<file path="src/rtl/ctrl_pkg.sv">
// Shared opcode, phase, state and error encodings for the instruction sequencer.
package ctrl_pkg;

   localparam logic [2:0] OPC_HLT    = 3'd0;
   localparam logic [2:0] OPC_SKZ    = 3'd1;
   localparam logic [2:0] OPC_ALU_LO = 3'd2;
   localparam logic [2:0] OPC_ALU_HI = 3'd5;
   localparam logic [2:0] OPC_STO    = 3'd6;
   localparam logic [2:0] OPC_JMP    = 3'd7;

   localparam logic [2:0] PH_0 = 3'd0;
   localparam logic [2:0] PH_1 = 3'd1;
   localparam logic [2:0] PH_2 = 3'd2;
   localparam logic [2:0] PH_3 = 3'd3;
   localparam logic [2:0] PH_4 = 3'd4;
   localparam logic [2:0] PH_5 = 3'd5;
   localparam logic [2:0] PH_6 = 3'd6;
   localparam logic [2:0] PH_7 = 3'd7;

   localparam logic [1:0] ERR_NONE    = 2'b00;
   localparam logic [1:0] ERR_TIMEOUT = 2'b01;
   localparam logic [1:0] ERR_ILLEGAL = 2'b10;

   typedef enum logic [1:0] {
      ST_RUN    = 2'b00,
      ST_HALTED = 2'b01,
      ST_FAULT  = 2'b10
   } state_t;

   typedef enum logic [2:0] {
      CLS_HLT = 3'd0,
      CLS_SKZ = 3'd1,
      CLS_ALU = 3'd2,
      CLS_STO = 3'd3,
      CLS_JMP = 3'd4,
      CLS_ILL = 3'd5
   } opc_class_t;

   typedef struct packed {
      logic sel;
      logic rd;
      logic ld_ir;
      logic inc_pc;
      logic halt;
      logic ld_ac;
      logic data_e;
      logic ld_pc;
      logic wr;
   } strobes_t;

   // Opcodes are zero-extended to 8 bits; any set bit above bit 2 is illegal.
   function automatic opc_class_t classify(input logic [7:0] opc);
      opc_class_t cls;
      if (opc[7:3] != 5'd0) begin
         cls = CLS_ILL;
      end else if (opc[2:0] == OPC_HLT) begin
         cls = CLS_HLT;
      end else if (opc[2:0] == OPC_SKZ) begin
         cls = CLS_SKZ;
      end else if (opc[2:0] >= OPC_ALU_LO && opc[2:0] <= OPC_ALU_HI) begin
         cls = CLS_ALU;
      end else if (opc[2:0] == OPC_STO) begin
         cls = CLS_STO;
      end else if (opc[2:0] == OPC_JMP) begin
         cls = CLS_JMP;
      end else begin
         cls = CLS_ILL;
      end
      return cls;
   endfunction

endpackage

</file>
<file path="src/rtl/wait_timer.sv">
// Counts consecutive stall cycles of one memory phase and flags the last allowed one.
module wait_timer #(
   parameter int MAX_WAIT = 15
) (
   input  logic clk,
   input  logic rst,
   input  logic clear,
   input  logic enable,
   output logic expired
);

   // count_r holds the number of stall cycles already spent, so the current one is count_r+1.
   localparam logic [7:0] LIMIT = 8'(MAX_WAIT - 1);

   logic [7:0] count_r;

   // Stall counter: clear has priority, saturates at the limit.
   always_ff @(posedge clk) begin
      if (rst) begin
         count_r <= 8'd0;
      end else if (clear) begin
         count_r <= 8'd0;
      end else if (enable && (count_r < LIMIT)) begin
         count_r <= count_r + 8'd1;
      end else begin
         count_r <= count_r;
      end
   end

   // High when the present stall cycle is the MAX_WAIT-th one.
   always_comb begin
      expired = 1'b0;
      if (count_r >= LIMIT) begin
         expired = 1'b1;
      end else begin
         expired = 1'b0;
      end
   end

endmodule

</file>
<file path="src/rtl/ctrl_sequencer.sv">
// Eight-phase instruction sequencer: decodes datapath strobes from phase and opcode,
// stretches memory phases on mem_ready, and traps halts, bus timeouts and illegal opcodes.
module ctrl_sequencer #(
   parameter int OPC_W    = 3,
   parameter int MAX_WAIT = 15
) (
   input  logic             clk,
   input  logic             rst,
   input  logic [OPC_W-1:0] opcode,
   input  logic             zero,
   input  logic             mem_ready,
   input  logic             resume,
   output logic [2:0]       phase,
   output logic             sel,
   output logic             rd,
   output logic             ld_ir,
   output logic             inc_pc,
   output logic             halt,
   output logic             ld_ac,
   output logic             data_e,
   output logic             ld_pc,
   output logic             wr,
   output logic             fault,
   output logic [1:0]       err_code
);

   import ctrl_pkg::*;

   state_t     state_r;
   logic [2:0] phase_r;
   logic       fault_r;
   logic [1:0] err_r;

   opc_class_t cls_s;
   strobes_t   run_s;
   strobes_t   out_s;
   logic       mem_phase_s;
   logic       advance_s;
   logic       stall_s;
   logic       timer_clear_s;
   logic       expired_s;

   assign cls_s = classify(8'(opcode));

   // RUN-state strobe decode; ld_ir/ld_ac wait for mem_ready so they load once per instruction.
   always_comb begin
      run_s = strobes_t'(9'd0);
      case (phase_r)
         PH_0: begin
            run_s.sel = 1'b1;
         end
         PH_1: begin
            run_s.sel = 1'b1;
            run_s.rd  = 1'b1;
         end
         PH_2, PH_3: begin
            run_s.sel   = 1'b1;
            run_s.rd    = 1'b1;
            run_s.ld_ir = mem_ready;
         end
         PH_4: begin
            run_s.inc_pc = 1'b1;
            run_s.halt   = (cls_s == CLS_HLT);
         end
         PH_5: begin
            run_s.rd = (cls_s == CLS_ALU);
         end
         PH_6: begin
            run_s.rd     = (cls_s == CLS_ALU);
            run_s.inc_pc = (cls_s == CLS_SKZ) && zero;
            run_s.ld_pc  = (cls_s == CLS_JMP);
            run_s.data_e = (cls_s == CLS_STO);
         end
         PH_7: begin
            run_s.rd     = (cls_s == CLS_ALU);
            run_s.ld_pc  = (cls_s == CLS_JMP);
            run_s.data_e = (cls_s == CLS_STO);
            run_s.wr     = (cls_s == CLS_STO);
            run_s.ld_ac  = (cls_s == CLS_ALU) && mem_ready;
         end
         default: begin
            run_s = strobes_t'(9'd0);
         end
      endcase
   end

   assign mem_phase_s   = run_s.rd | run_s.wr;
   assign advance_s     = ~mem_phase_s | mem_ready;
   assign stall_s       = (state_r == ST_RUN) & mem_phase_s & ~mem_ready;
   assign timer_clear_s = (state_r != ST_RUN) | advance_s;

   wait_timer #(
      .MAX_WAIT (MAX_WAIT)
   ) u_wait_timer (
      .clk     (clk),
      .rst     (rst),
      .clear   (timer_clear_s),
      .enable  (stall_s),
      .expired (expired_s)
   );

   // Output strobe selection by state; reset forces the phase-0 pattern immediately.
   always_comb begin
      out_s = strobes_t'(9'd0);
      if (rst) begin
         out_s.sel = 1'b1;
      end else begin
         case (state_r)
            ST_RUN: begin
               out_s = run_s;
            end
            ST_HALTED: begin
               out_s.halt = 1'b1;
            end
            ST_FAULT: begin
               out_s.halt = 1'b1;
            end
            default: begin
               out_s.halt = 1'b1;
            end
         endcase
      end
   end

   // Sequencer FSM: phase advance, halt/resume and sticky fault capture.
   always_ff @(posedge clk) begin
      if (rst) begin
         state_r <= ST_RUN;
         phase_r <= PH_0;
         fault_r <= 1'b0;
         err_r   <= ERR_NONE;
      end else begin
         case (state_r)
            ST_RUN: begin
               if ((phase_r == PH_4) && (cls_s == CLS_ILL)) begin
                  state_r <= ST_FAULT;
                  fault_r <= 1'b1;
                  err_r   <= ERR_ILLEGAL;
               end else if ((phase_r == PH_4) && (cls_s == CLS_HLT)) begin
                  state_r <= ST_HALTED;
               end else if (stall_s && expired_s) begin
                  // A late mem_ready clears stall_s, so it always beats the timeout.
                  state_r <= ST_FAULT;
                  fault_r <= 1'b1;
                  err_r   <= ERR_TIMEOUT;
               end else if (advance_s) begin
                  phase_r <= phase_r + 3'd1;
               end else begin
                  phase_r <= phase_r;
               end
            end
            ST_HALTED: begin
               if (resume) begin
                  state_r <= ST_RUN;
                  phase_r <= PH_5;
               end else begin
                  state_r <= ST_HALTED;
               end
            end
            ST_FAULT: begin
               state_r <= ST_FAULT;
            end
            default: begin
               state_r <= ST_FAULT;
               fault_r <= 1'b1;
            end
         endcase
      end
   end

   assign phase    = phase_r;
   assign sel      = out_s.sel;
   assign rd       = out_s.rd;
   assign ld_ir    = out_s.ld_ir;
   assign inc_pc   = out_s.inc_pc;
   assign halt     = out_s.halt;
   assign ld_ac    = out_s.ld_ac;
   assign data_e   = out_s.data_e;
   assign ld_pc    = out_s.ld_pc;
   assign wr       = out_s.wr;
   assign fault    = fault_r;
   assign err_code = err_r;

endmodule

</file>
<file path="config.mk">
export PLATFORM = sky130hd
export DESIGN_NAME = ctrl_sequencer
export DESIGN_NICKNAME = d
export VERILOG_FILES = /design/src/rtl/ctrl_pkg.sv /design/src/rtl/wait_timer.sv /design/src/rtl/ctrl_sequencer.sv
export SDC_FILE = /design/constraint.sdc
export NUM_CORES = 1
export LEC_CHECK = 0
export CAP_MARGIN = 20
export CELL_PAD_IN_SITES_DETAIL_PLACEMENT = 2
export CELL_PAD_IN_SITES_GLOBAL_PLACEMENT = 2
export CORE_UTILIZATION = 26
export CTS_BUF_LIST = sky130_fd_sc_hd__clkbuf_16
export DETAILED_ROUTE_END_ITERATION = 7
export HOLD_SLACK_MARGIN = 0.05
export MAX_ROUTING_LAYER = met4
export PLACE_DENSITY_LB_ADDON = 0.1
export SLEW_MARGIN = 40
export SYNTH_ARGS = -nofsm -noshare
export SYNTH_HDL_FRONTEND = slang
export SYNTH_SLANG_ARGS = --single-unit
</file>
<file path="constraint.sdc">
create_clock -name clk -period 1.9 [get_ports clk]
set_clock_uncertainty 0.2 [all_clocks]
set_input_delay 0.38 -clock clk [delete_from_list [all_inputs] [get_ports clk]]
set_output_delay 0.38 -clock clk [all_outputs]
set_load 0.02 [all_outputs]
</file>
Yosys cells after proc, flatten, opt, wreduce, memory -nomap -nowiden
Index checks and enable logic that the tools add are counted.
{"block": "totals", "regBits": 16, "latch_bits": 0, "mem_bits_rw": 0, "romBits": 0, "out_inout_bits": 15, "memories": 0}
{"block": "op_classes", "addsub": 2, "n_mul": 0, "n_div": 0, "magnitude_cmp": 4, "n_eq_ne": 26, "n_shift": 0, "mux": 37, "bitwise": 8, "n_reduce_logical": 24}
{"operator": "$mux W3", "count": 9}
{"operator": "$eq A3 B3 Y1 const B", "count": 8}
{"operator": "$mux W2", "count": 7}
{"operator": "$mux W1", "count": 13}
{"operator": "$eq A3 B2 Y1 const B", "count": 4}
{"operator": "$ne A2 B2 Y1 const B", "count": 6}
{"operator": "$eq A3 B1 Y1 const B", "count": 3}
{"operator": "$logic_not A3 Y1", "count": 3}
{"operator": "$add A8 B1 Y8 const B", "count": 1}
{"operator": "$ge A8 B4 Y1 const B", "count": 1}
{"operator": "$lt A8 B4 Y1 const B", "count": 1}
{"operator": "$mux W4", "count": 2}
{"operator": "$mux W8", "count": 1}
{"operator": "$reduce_or A2 Y1", "count": 4}
{"operator": "$logic_and A1 B1 Y1", "count": 7}
{"operator": "$pmux W1 S2", "count": 3}
{"operator": "$pmux W3 S2", "count": 1}
{"operator": "$reduce_and A3 Y1", "count": 2}
{"operator": "$reduce_and A6 Y1", "count": 1}
{"operator": "$reduce_bool A2 Y1", "count": 3}
{"operator": "$reduce_or A3 Y1", "count": 2}
{"operator": "$ne A4 B1 Y1 const B", "count": 1}
{"operator": "$pmux W2 S2", "count": 1}
{"operator": "$reduce_or A4 Y1", "count": 1}
{"operator": "11 further kinds", "count": 16}

Logic depth before layout (Yosys ltp)
{"block": "depth", "word_depth": 16, "mapped_depth": 8, "ltp_nobuf": 7}

Modules after synthesis
From an unflattened synthesis, not the netlist that was laid out.
{"block": "unflattened", "cells_unflattened": 120, "area_unflattened_um2": 1021.0}
{"module": "ctrl_sequencer", "instances": 1, "cells_each": 81, "area_each_um2": 640.6, "seq_area_each_um2": 160.2}
{"module": "wait_timer", "instances": 1, "cells_each": 39, "area_each_um2": 380.4, "seq_area_each_um2": 160.2}

Least setup slack after synthesis
No wires, ideal clock.
{"block": "synth_path", "kind": "register -> output", "from": "reg phase_r[0] (netlist: phase[0])", "to": "out ld_ac", "arrival_ns": 1.788, "required_time_ns": 1.320, "slack_ns": -0.468, "path_stages_with_launch": 5, "path_buffers": 0, "path_cell_list": "dfxtp_1 -> ha_1 -> ha_1 -> inv_1 -> nor4b_1"}
{"block": "synth_between", "elab_chain_len": 4}
{"item": "start, declared", "line_no": "ctrl_sequencer.sv:30", "source": "logic [2:0] phase_r;"}
{"item": "start signal, assigned", "line_no": "ctrl_sequencer.sv:147", "source": "phase_r <= phase_r + 3'd1;"}
{"item": "start signal, assigned", "line_no": "ctrl_sequencer.sv:149", "source": "phase_r <= phase_r;"}
{"item": "$eq A3 B3 Y1", "line_no": "ctrl_sequencer.sv:48", "source": "case (phase_r)"}
{"item": "$mux W1", "line_no": "ctrl_sequencer.sv:48"}
{"item": "$mux W4", "line_no": "ctrl_sequencer.sv:108", "source": "case (state_r)"}
{"item": "$mux W8", "line_no": "ctrl_sequencer.sv:105", "source": "if (rst) begin"}
{"item": "end, declared", "line_no": "ctrl_sequencer.sv:19", "source": "output logic ld_ac,"}
No other way between the ends.

Worst setup path in the final report
{"block": "layout_path", "from": "reg phase_r[1] (netlist: phase[1])", "to": "reg u_wait_timer.count_r[2]"}
{"block": "layout_between", "elab_chain_len": 8, "word_cells_on_any_way": 18, "cone_classes": "eq/ne (6); mux (2); bitwise (6); reduce/logical (4)"}
{"item": "$eq A3 B3 Y1, or another cell as far along", "line_no": "ctrl_sequencer.sv:48"}
{"item": "$reduce_or A3 Y1 (no line)"}
{"item": "$pmux W1 S2", "line_no": "ctrl_sequencer.sv:48"}
{"item": "$or A1 B1 Y1 (*)", "line_no": "ctrl_sequencer.sv:87", "source": "assign mem_phase_s = run_s.rd | run_s.wr;"}
{"item": "$not A1 Y1", "line_no": "ctrl_sequencer.sv:88", "source": "assign advance_s = ~mem_phase_s | mem_ready;"}
{"item": "$or A1 B1 Y1", "line_no": "ctrl_sequencer.sv:88"}
{"item": "$or A1 B1 Y1", "line_no": "ctrl_sequencer.sv:90", "source": "assign timer_clear_s = (state_r != ST_RUN) | advance_s;"}
{"item": "$reduce_or A2 Y1 (no line)"}
{"item": "end signal, assigned", "line_no": "wait_timer.sv:24", "source": "count_r <= count_r + 8'd1;"}
{"item": "end signal, assigned", "line_no": "wait_timer.sv:26", "source": "count_r <= count_r;"}
{"item": "end, declared", "line_no": "wait_timer.sv:15", "source": "logic [7:0] count_r;"}
Every way passes the cells marked *; elsewhere a longest branch is shown, timed or not.
A chain may end at the register's enable or synchronous reset.

==> flow_summary.yaml <==
global_routing:
  grt.total_usage_pct: 30.07
  grt_max_degree: 12
  grt_overflow: 0
  grt_pass1_vias: 1495
  grt_pass1_wl_um: 8942
  antenna_found_initial: 0
finish:
  antennaDiodeCount: 0
  area_delta_synth_final_pct: 109.3
  drive_gt1_share_pct: 59.18
  final_cell_mix: "39 x buf_4, 13 x nor2_1, 13 x dfxtp_1, 13 x buf_6, 7 x nand2_1"
  nFillCells: 354
  multiInputGateArea_um2: 1072
  mostFrequentLayoutCell: "buf_4"
  final_nets: 216
  final_cells: 244
  regArea_um2: 329.1
  design_area_um2: 2223
setup_path:
  start_kind: "flop"
  crit_family: "compound AO/OA/AOI/OAI gates"
  crit_chain: "inv_4, buf_6, ha_4, nor2_4, buf_6, o311ai_4, o21bai_4, or2_1, a311oi_2"
  path_common_cell: "buf_6"
  cpPeakStageDelay_ps: 400
  cp.required_ps: 1860
  path_class: "reg -> reg"
  slowest_stage: "o311ai_4"
  worstSetupEndpointType: "flop"
  cp_max_fo: 5
  cp.arrival_ps: 2300
  critPathBufInv: 3
power_and_ir_drop:
  power.switching_mw: 1.426
  p_leak_nw: 0.9364
  peakVddDrop_mv: 1.100
  seqPwrFrac_pct: 14.7
  power_frac_clock_pct: 13.9
  p_per_area_nw_per_um2: 1417
  p_int_mw: 1.726
  swShare_pct: 45.24
  comb_power_share_pct: 71.5
die:
  die_w_um: 65.92
  core-area_um2: 3799
  num_rows: 22
  die_h_um: 65.92
  start_util_pct: 27.96
  num_io_pins: 23
  die_area_um2: 4345
route:
  drc_errors: 0
  wl_met2_um: 3425
  drt-pass1-iter-count: 4
  vias_per_cell: 5.225
  drtAntennaViolNets: 0
  highest_layer: "met4"
  first_iter_violations: 57
  vias: 1275
  dr_wl_met3_um: 138
  wl_per_cell_um: 26.85
  totalWireLength_um: 6551
  met1Wirelength_um: 2800
synth:
  syn_inst: 126
  yosysUniqueCellTypes: 40
  post_synth_main_area_contributors: "dfxtp_1 30%, ha_1 13%, nor2_1 6.7%"
  syn-num-nets: 145
  seq_area_frac_synth_pct: 30.15
  synth-main-ff-cell: "dfxtp_1"
  synth.avg_cell_area_um2: 8.431
  ys_warn_count: 0
  synth-async-reset-ratio_pct: 0
  ys_ff_latch: 16
  yosys.area.top_type_share_pct: 30.15
  synth_edf_count: 0
  yosys.area.top_type: "dfxtp_1"
  syn_area_um2: 1062
run:
  max-cap-violations: 0
timing:
  rsz0062_at_grt: "true"
  relSlewSlack_pct: 71.59
  final_max_slew_viol_count: 0
  fin_crit_ps: 2340
  worst_pin_slew_ps: 421.6
  setup_ws_ps: -439.5
  hold_viol_final: 0
  setup_viol: 25
  fmax_mhz: 427.4
  whs_ps: 286.5
  setup-tns-final_ps: -8286
  period_share_pct: 123.1
placement:
  dpl.hpwl_um: 3062
  placed_area_um2: 1715
  io_buffers: 22
  dp.cells: 230
  place_congestion: 0.7335
clocking:
  clock-sinks: 16
  insertion_delay_ps: 250
  cts_htree_levels: 1
  cts_tree: "done"
  root_buffer: "clkbuf_16"
  cts_buffers: 3
  cts_max_path_buffers: 2
  clkTransAtPathRegs_ps: 60
  ctsHoldBuffers: 0
outcome:
  status: "finished with violations"
  violations: "setup timing"
min_path:
  min_path_type: "reg -> reg"
[final timing paths]
kind                                   from                      end  slack [ps]  depth (start not counted)
worst max register to register     phase[1]  u_wait_timer.count_r[2]        -440                          9
worst max-delay path               phase[1]  u_wait_timer.count_r[2]        -440                          9
worst min-delay path            err_code[1]              err_code[1]         290                          1
worst min register to register  err_code[1]              err_code[1]         290                          1
[cells in the mapped netlist (all sizes together), types with 3 or more instances]
cell and n:
nand2b 3, nor3 3, dfxtp 16, nor2 19
nor3b 3, and2 4, o21ai 4, ha 11
inv 9, nand3 3, a21oi 9, clkbuf 3
nand2 9
[layout make-up]
| type | count | area share (%) |
|---|---|---|
| clock buffer | 3 | 3.376 |
| clock inverter | 1 | 0.1688 |
| inverter | 9 | 1.745 |
| multi-input combinational | 98 | 48.23 |
| sequential | 16 | 14.80 |
| tap | 48 | 2.701 |
| timing repair buffer | 69 | 28.98 |
[worst register-to-register path, cell delays in order, from the launching register on]
cell	delay, ps
dfxtp_4	360
inv_4	80
buf_6	110
ha_4	180
nor2_4	70
buf_6	120
o311ai_4	400
o21bai_4	140
or2_1	340
a311oi_2	240
[power by group through the flow]
stage / clock network, mW / registers [mW] / logic, mW
4_1_cts: 0.430 / 0.450 / 1.79
5_1_grt: 0.453 / 0.466 / 2.35
2_1_floorplan: 0 / 0.506 / 0.676
3_5_place_dp: 0 / 0.455 / 1.39
3_3_place_gp: 0 / 0.450 / 1.32
6_report: 0.437 / 0.462 / 2.25
[sequential cells by signal (all words and copies together) (netlist names)]
name and cells:
u_wait_timer.count_r 8, phase 3, err_code 2, state_r 2, fault 1
[what timing repair did]
item | 4_1_cts | 5_1_grt
setup buffers | 7 | 3
pin swaps | 12 | 11
setup endpoints to repair | 27 | 26
resized for setup | 97 | 25
[metal layers]
layer,track usage [%],up-vias
met4,11.41,0
met5,-,-
met1,32.54,644
met2,54.46,26
met3,4.828,17
li1,-,588
[per-stage QoR]
step | utilization (%) | power [mW] | worst slack, ps
2_1_floorplan | - | 1.182 | -127.6
3_3_place_gp | 45.16 | 1.772 | -813.6
3_5_place_dp | 45.16 | 1.844 | -863.8
4_1_cts | 54.25 | 2.671 | -296.0
5_1_grt | 58.53 | 3.267 | -492.7
6_report | 58.53 | 3.151 | -439.5
[cells by family (layout without fill, tap and decap cells)]
kind of cell               Yosys count  count (layout)  synth area share (%)
AOI/OAI and AO/OA                   33              33                 24.86
xor gates and xnor gates             2               2                 1.649
adders and majority gates           11              11                 12.96
buffers and inverters               12              82                 4.240
DFF                                 16              16                 30.15
and+or+nand+nor                     52              52                 26.15
No activity file was read; power rests on OpenSTA's default activity.
